`src/rtl/expr_paren_fsm_if.sv`:
```
// Character stream bundle for the expression recogniser.
// Source side drives in/in_valid; recogniser drives out/err/depth.
interface expr_paren_fsm_if #(
  parameter int DEPTH_W = 3
);
  logic [7:0]         in;
  logic               in_valid;
  logic               out;
  logic               err;
  logic [DEPTH_W-1:0] depth;

  modport master (
    output in,
    output in_valid,
    input  out,
    input  err,
    input  depth
  );

  modport slave (
    input  in,
    input  in_valid,
    output out,
    output err,
    output depth
  );
endinterface

```
`src/rtl/expr_paren_fsm.sv`:
```
// Streaming ASCII expression recogniser: multi-digit operands,
// selectable operators, nested parentheses, sticky error.
module expr_paren_fsm #(
  parameter int       MAX_DIGITS = 4,
  parameter int       MAX_DEPTH  = 7,
  parameter int       DEPTH_W    = 3,
  parameter bit [3:0] OPS_MASK   = 4'b1111
) (
  input  logic                clk,
  input  logic                clr,
  expr_paren_fsm_if.slave     bus
);

  localparam int CNT_W = $clog2(MAX_DIGITS + 1);

  localparam logic [1:0] S_START  = 2'd0;
  localparam logic [1:0] S_NUM    = 2'd1;
  localparam logic [1:0] S_CLOSED = 2'd2;
  localparam logic [1:0] S_DEAD   = 2'd3;

  localparam logic [CNT_W-1:0] CNT_MAX =
    CNT_W'(MAX_DIGITS);
  localparam logic [DEPTH_W-1:0] DEP_MAX =
    DEPTH_W'(MAX_DEPTH);

  logic [1:0]         state_q, state_d;
  logic [CNT_W-1:0]   cnt_q, cnt_d;
  logic [DEPTH_W-1:0] depth_q, depth_d;
  logic               out_q, out_d;
  logic               err_q, err_d;

  logic is_digit, is_op, is_open, is_close;

  // Classify the incoming character; disabled operators fall into "other".
  always_comb begin
    is_digit = (bus.in >= 8'h30) && (bus.in <= 8'h39);
    is_op    = (bus.in == 8'h2B && OPS_MASK[0])
             | (bus.in == 8'h2D && OPS_MASK[1])
             | (bus.in == 8'h2A && OPS_MASK[2])
             | (bus.in == 8'h2F && OPS_MASK[3]);
    is_open  = (bus.in == 8'h28);
    is_close = (bus.in == 8'h29);
  end

  // Next-state rules; every illegal transition lands in S_DEAD.
  always_comb begin
    state_d = state_q;
    cnt_d   = cnt_q;
    depth_d = depth_q;
    case (state_q)
      S_START: begin
        unique case (1'b1)
          is_digit: begin
            state_d = S_NUM;
            cnt_d   = CNT_W'(1);
          end
          is_open: begin
            if (depth_q < DEP_MAX)
              depth_d = depth_q + 1'b1;
            else
              state_d = S_DEAD;
          end
          default: state_d = S_DEAD;
        endcase
      end
      S_NUM: begin
        unique case (1'b1)
          is_digit: begin
            if (cnt_q < CNT_MAX)
              cnt_d = cnt_q + 1'b1;
            else
              state_d = S_DEAD;
          end
          is_op: begin
            state_d = S_START;
            cnt_d   = '0;
          end
          is_close: begin
            if (depth_q != '0) begin
              depth_d = depth_q - 1'b1;
              state_d = S_CLOSED;
            end else begin
              state_d = S_DEAD;
            end
          end
          default: state_d = S_DEAD;
        endcase
      end
      S_CLOSED: begin
        unique case (1'b1)
          is_op: begin
            state_d = S_START;
            cnt_d   = '0;
          end
          is_close: begin
            if (depth_q != '0)
              depth_d = depth_q - 1'b1;
            else
              state_d = S_DEAD;
          end
          default: state_d = S_DEAD;
        endcase
      end
      S_DEAD: begin
        state_d = S_DEAD;
      end
      default: begin
        state_d = S_START;
        cnt_d   = '0;
        depth_d = '0;
      end
    endcase
  end

  // Outputs are computed from the next state so they register with it.
  always_comb begin
    out_d = ((state_d == S_NUM) || (state_d == S_CLOSED))
          && (depth_d == '0);
    err_d = (state_d == S_DEAD);
  end

  // State and output registers advance only on accepted characters.
  always_ff @(posedge clk or posedge clr) begin
    if (clr) begin
      state_q <= S_START;
      cnt_q   <= '0;
      depth_q <= '0;
      out_q   <= 1'b0;
      err_q   <= 1'b0;
    end else if (bus.in_valid) begin
      state_q <= state_d;
      cnt_q   <= cnt_d;
      depth_q <= depth_d;
      out_q   <= out_d;
      err_q   <= err_d;
    end
  end

  assign bus.out   = out_q;
  assign bus.err   = err_q;
  assign bus.depth = depth_q;

endmodule

```
`src/flat_wrapper.sv`:
```
// flat-port wrapper written by rule: the top's interface ports become plain ports
module expr_paren_fsm_flat 
#(
  parameter int       MAX_DIGITS = 4,
  parameter int       MAX_DEPTH  = 7,
  parameter int       DEPTH_W    = 3,
  parameter bit [3:0] OPS_MASK   = 4'b1111
)
  (clk, clr, bus_in, bus_in_valid, bus_out, bus_err, bus_depth);
  expr_paren_fsm_if #(.DEPTH_W(DEPTH_W)) bus_i ();
  input  logic clk;
  input  logic clr;
  input wire logic [$bits(bus_i.in)-1:0] bus_in;
  input wire logic [$bits(bus_i.in_valid)-1:0] bus_in_valid;
  output wire logic [$bits(bus_i.out)-1:0] bus_out;
  output wire logic [$bits(bus_i.err)-1:0] bus_err;
  output wire logic [$bits(bus_i.depth)-1:0] bus_depth;
  assign bus_i.in = bus_in;
  assign bus_i.in_valid = bus_in_valid;
  assign bus_out = bus_i.out;
  assign bus_err = bus_i.err;
  assign bus_depth = bus_i.depth;
  expr_paren_fsm #(.MAX_DIGITS(MAX_DIGITS), .MAX_DEPTH(MAX_DEPTH), .DEPTH_W(DEPTH_W), .OPS_MASK(OPS_MASK)) u_core (.clk(clk), .clr(clr), .bus(bus_i));
endmodule
```
`config.mk`:
```
export PLATFORM = sky130hd
export DESIGN_NAME = expr_paren_fsm_flat
export DESIGN_NICKNAME = d
export VERILOG_FILES = /design/src/rtl/expr_paren_fsm_if.sv /design/src/rtl/expr_paren_fsm.sv /design/src/flat_wrapper.sv
export SDC_FILE = /design/constraint.sdc
export NUM_CORES = 1
export LEC_CHECK = 0
export ABC_AREA = 1
export CAP_MARGIN = 20
export CORE_MARGIN = 2
export CORE_UTILIZATION = 45
export DETAILED_ROUTE_END_ITERATION = 8
export DONT_BUFFER_PORTS = 1
export GPL_TIMING_DRIVEN = 0
export PLACE_DENSITY_LB_ADDON = 0.3
export SKIP_LAST_GASP = 1
export SYNTH_ARGS = -nofsm -noshare
export SYNTH_HDL_FRONTEND = slang
export SYNTH_SLANG_ARGS = --single-unit
```
`constraint.sdc`:
```
create_clock -name clk -period 2.7 [get_ports clk]
set_input_delay 0.54 -clock clk [delete_from_list [all_inputs] [get_ports clk]]
set_output_delay 0.54 -clock clk [all_outputs]
set_load 0.05 [all_outputs]
```
==> summary.txt <==
Setup path
  • WP data required: ~2.9 ns
  • Crit. End Element: register
  • CP Launch Type: register
  • R2R cell count: 14
  • Reg-to-reg slack, setup: around 0.34 ns
  • Crit Path Class: register to register
  • Max Fanout on Critical Path: 7
  • Worst EP arrival: around 2.6 ns
  • Reg-to-reg endpoint: u_core.bus.out
  • R2r startpoint: u_core.bus.depth[0]
  • Crit path launch: u_core.bus.depth[0]

Clocking
  • Worst-skew pair later-pin latency: ~0.26 ns
  • Num CTS Buffers: 3
  • Root Driver: clkbuf_4
  • H-tree levels: 1
  • Clock Sinks: 10
  • Postcts setup bufs: 0
  • Clock transition at path regs: around 0.06 ns
  • Clock tree buffer depth: 2
  • TritonCTS clock tree: yes

Floorplan
  • Initial Utilization: between 40 and 50%
  • Die area: approximately 2800 µm²
  • Std-Cell Rows: 17
  • Die Y-Extent: 53.21 µm
  • Core ar.: 2255 µm²
  • Die X: 53.21 µm
  • # IOs: 16

Logic synthesis
  • Most instantiated cells after synthesis: nand2_1, inv_1, nand3_1, dfrtp_1
  • Yosys top cell by area: dfrtp_1
  • Top cells by area, synth: dfrtp_1, nand2_1, ha_1
  • Netlist cell types: 25
  • Top-area cell type share of the netlist area: a little under a quarter
  • Ys Warns: 0
  • Post-synth top flop: dfrtp_1
  • Fraction of registers with async set/reset: 100.0%
  • Seq cells post-synth: 10
  • Post-Syn Area: between 1000 and 1500 µm²
  • Post-synthesis sequential area ratio: between 20 and 25%
  • Count leader, synth: nand2_1
  • Avg Cell Area, Syn: about 6.6 µm²
  • Post-synthesis cell count: 164
  • Syn Nets: 184
  • Number of synthesized flops with an enable pin: 0

Timing
  • Max Freq: between 400 and 500 MHz
  • Clock skew: 0.007099 ns
  • Final setup violation count: 0
  • Hold Fails Final Rpt: 0
  • Slew Viols, Final: 0
  • Min Tclk post-route: 2.362 ns
  • Worst-Margin Slew: between 0.6 and 0.7 ns
  • Setup ws final: 0.3380 ns
  • Setup_tns: 0 ns
  • Worst slew margin: about 58%
  • Tcrit/Tclk final: 87.48%
  • Unrepaired setup endpoints after global routing: false

Routing
  • Vias per inst: approximately 5.4
  • Post-Route WL: roughly 2300 µm
  • Drt pass-1 iters: 4
  • Detail Route Antenna Nets: 0
  • Drt wl/cell: 11.57 µm
  • Iteration-0 DRC Markers: 25
  • DR vias: about 1000
  • Residual DRC count: 0

Power
  • Clock Power Share: under 10%
  • Power Dens Cells: 1036 nW/µm²
  • Psw: between 0.6 and 0.7 mW
  • Logic pwr share: between 50 and 60%
  • P_int: roughly 0.52 mW
  • Worst IR drop on VDD: 0.6183 mV
  • Leakage power: around 0.61 nW
  • Sw Ratio: a little under three fifths
  • Total power: about 1.2 mW
  • Sequential Power Share: about 34%

Place
  • Detailed placement HPWL: between 1500 and 2000 µm
  • Port buffer count: 0
  • GPL Wtd Cong: approximately 0.86
  • Pre-CTS setup slack: around 0.11 ns

Global route
  • Vias in the first global route: 934
  • GR Util All Layers: between 15 and 20%
  • Largest net degree at the start of global routing: 11
  • Total global routing overflow: 0
  • Initial antenna violation count: 0
  • First-pass GRT wire length: 3726 µm

Status
  • Status: finished clean

Finish
  • NumNets Final: 189
  • Layout cell share with drive strength beyond 1: between 15 and 20%
  • Antenna cells: 0
  • Layout Area Growth over Synthesis: 5.511%

Worst hold path
  • Hold Path Class: primary input to async pin

Run
  • Maxcap violations: 0
-- flip-flops by register name (all words and copies together), names as in the netlist --
name,count
u_core.bus.depth,3
u_core.cnt_q,3
u_core.state_q,2
u_core.bus.err,1
u_core.bus.out,1
-- power by group through the flow --
stage	clock (mW)	combinational (mW)	sequential, mW
after floorplan	0	0.568	0.379
after detailed placement	0	0.693	0.397
after global placement	0	0.667	0.395
after CTS	0.0973	0.695	0.394
final	0.0958	0.696	0.399
after global routing	0.104	0.799	0.405
-- through the flow --
step	cell area, µm²	hold WS [ns]	util, %	instances
5_1_grt	1150	0.1730	51.00	195
3_5_place_dp	1125	0.4339	49.89	192
3_3_place_gp	1125	0.4191	49.89	192
6_report	1150	0.1421	51.00	195
2_1_floorplan	1090	0.3802	-	164
4_1_cts	1147	0.1575	50.89	195
-- cells in the final DEF (no fill, tap or decap) --
master	n
o21ai_0	8
inv_1	18
dfrtp_2	2
clkbuf_4	3
and2_1	1
nor2_1	9
xor2_1	1
clkinv_1	2
nor2_4	5
nand2_2	6
o2111ai_1	1
a21boi_1	1
nor2_2	2
nand4_1	3
nand3_4	1
nand2_1	48
dfrtp_1	8
nor2_8	1
nand3_1	17
o21ai_1	5
o211ai_1	1
ha_1	9
clkbuf_2	1
nand2_4	3
inv_2	6
nor3_1	1
a21oi_1	4
-- worst max-delay path, stage by stage (launching register included) --
cell	delay, ns
dfrtp_2	0.55
inv_1	0.22
ha_1	0.28
nand2_4	0.10
inv_1	0.07
nor2_4	0.12
nand2_1	0.06
nand2_1	0.07
nand3_1	0.09
and2_1	0.15
ha_1	0.27
o2111ai_1	0.10
a21oi_1	0.12
nand2_1	0.06
nand2_1	0.05
-- timing repair --
action / in CTS / in global routing
endpoints found under the setup margin: 0 / 1
resized for setup: 0 / 2
hold endpoints to repair: 0 / 0
hold buffers: 0 / 0
-- final cells by class --
cell class | instances | area, µm²
multi-input combinational | 127 | 737.0
inverter | 26 | 97.59
clock buffer | 3 | 22.52
buffer | 1 | 5.005
sequential | 10 | 252.7
fill | 240 | 1105
tap | 28 | 35.03
-- routing by layer --
layer	track usage (%)	vias up	share of wire, %
li1	-	531	-
met1	22.51	481	48
met2	31.07	31	47
met4	6.838	0	0.58
met3	1.130	2	4.2
met5	0	-	0
-- cell families after synthesis --
kind of cell             share of synthesized area (%)
AND/OR/NAND/NOR                                  46.50
buffers and inverters                            9.414
adder cells (fa/ha/maj)                          10.33
flip-flops                                       22.96
AO/OA/AOI/OAI                                    9.989
XOR/XNOR                                        0.8038
-- how the worst max path moves through the flow --
| stage | to | slack, ns |
|---|---|---|
| finish | u_core.bus.out | 0.34 |
| global route | u_core.bus.out | 0.15 |
| CTS | u_core.bus.out | 0.10 |
| detailed placement | u_core.bus.out | 0.11 |
| global placement | u_core.bus.out | 0.15 |
| floorplan | u_core.bus.out | 0.36 |
(Power assumes the default switching activity.)
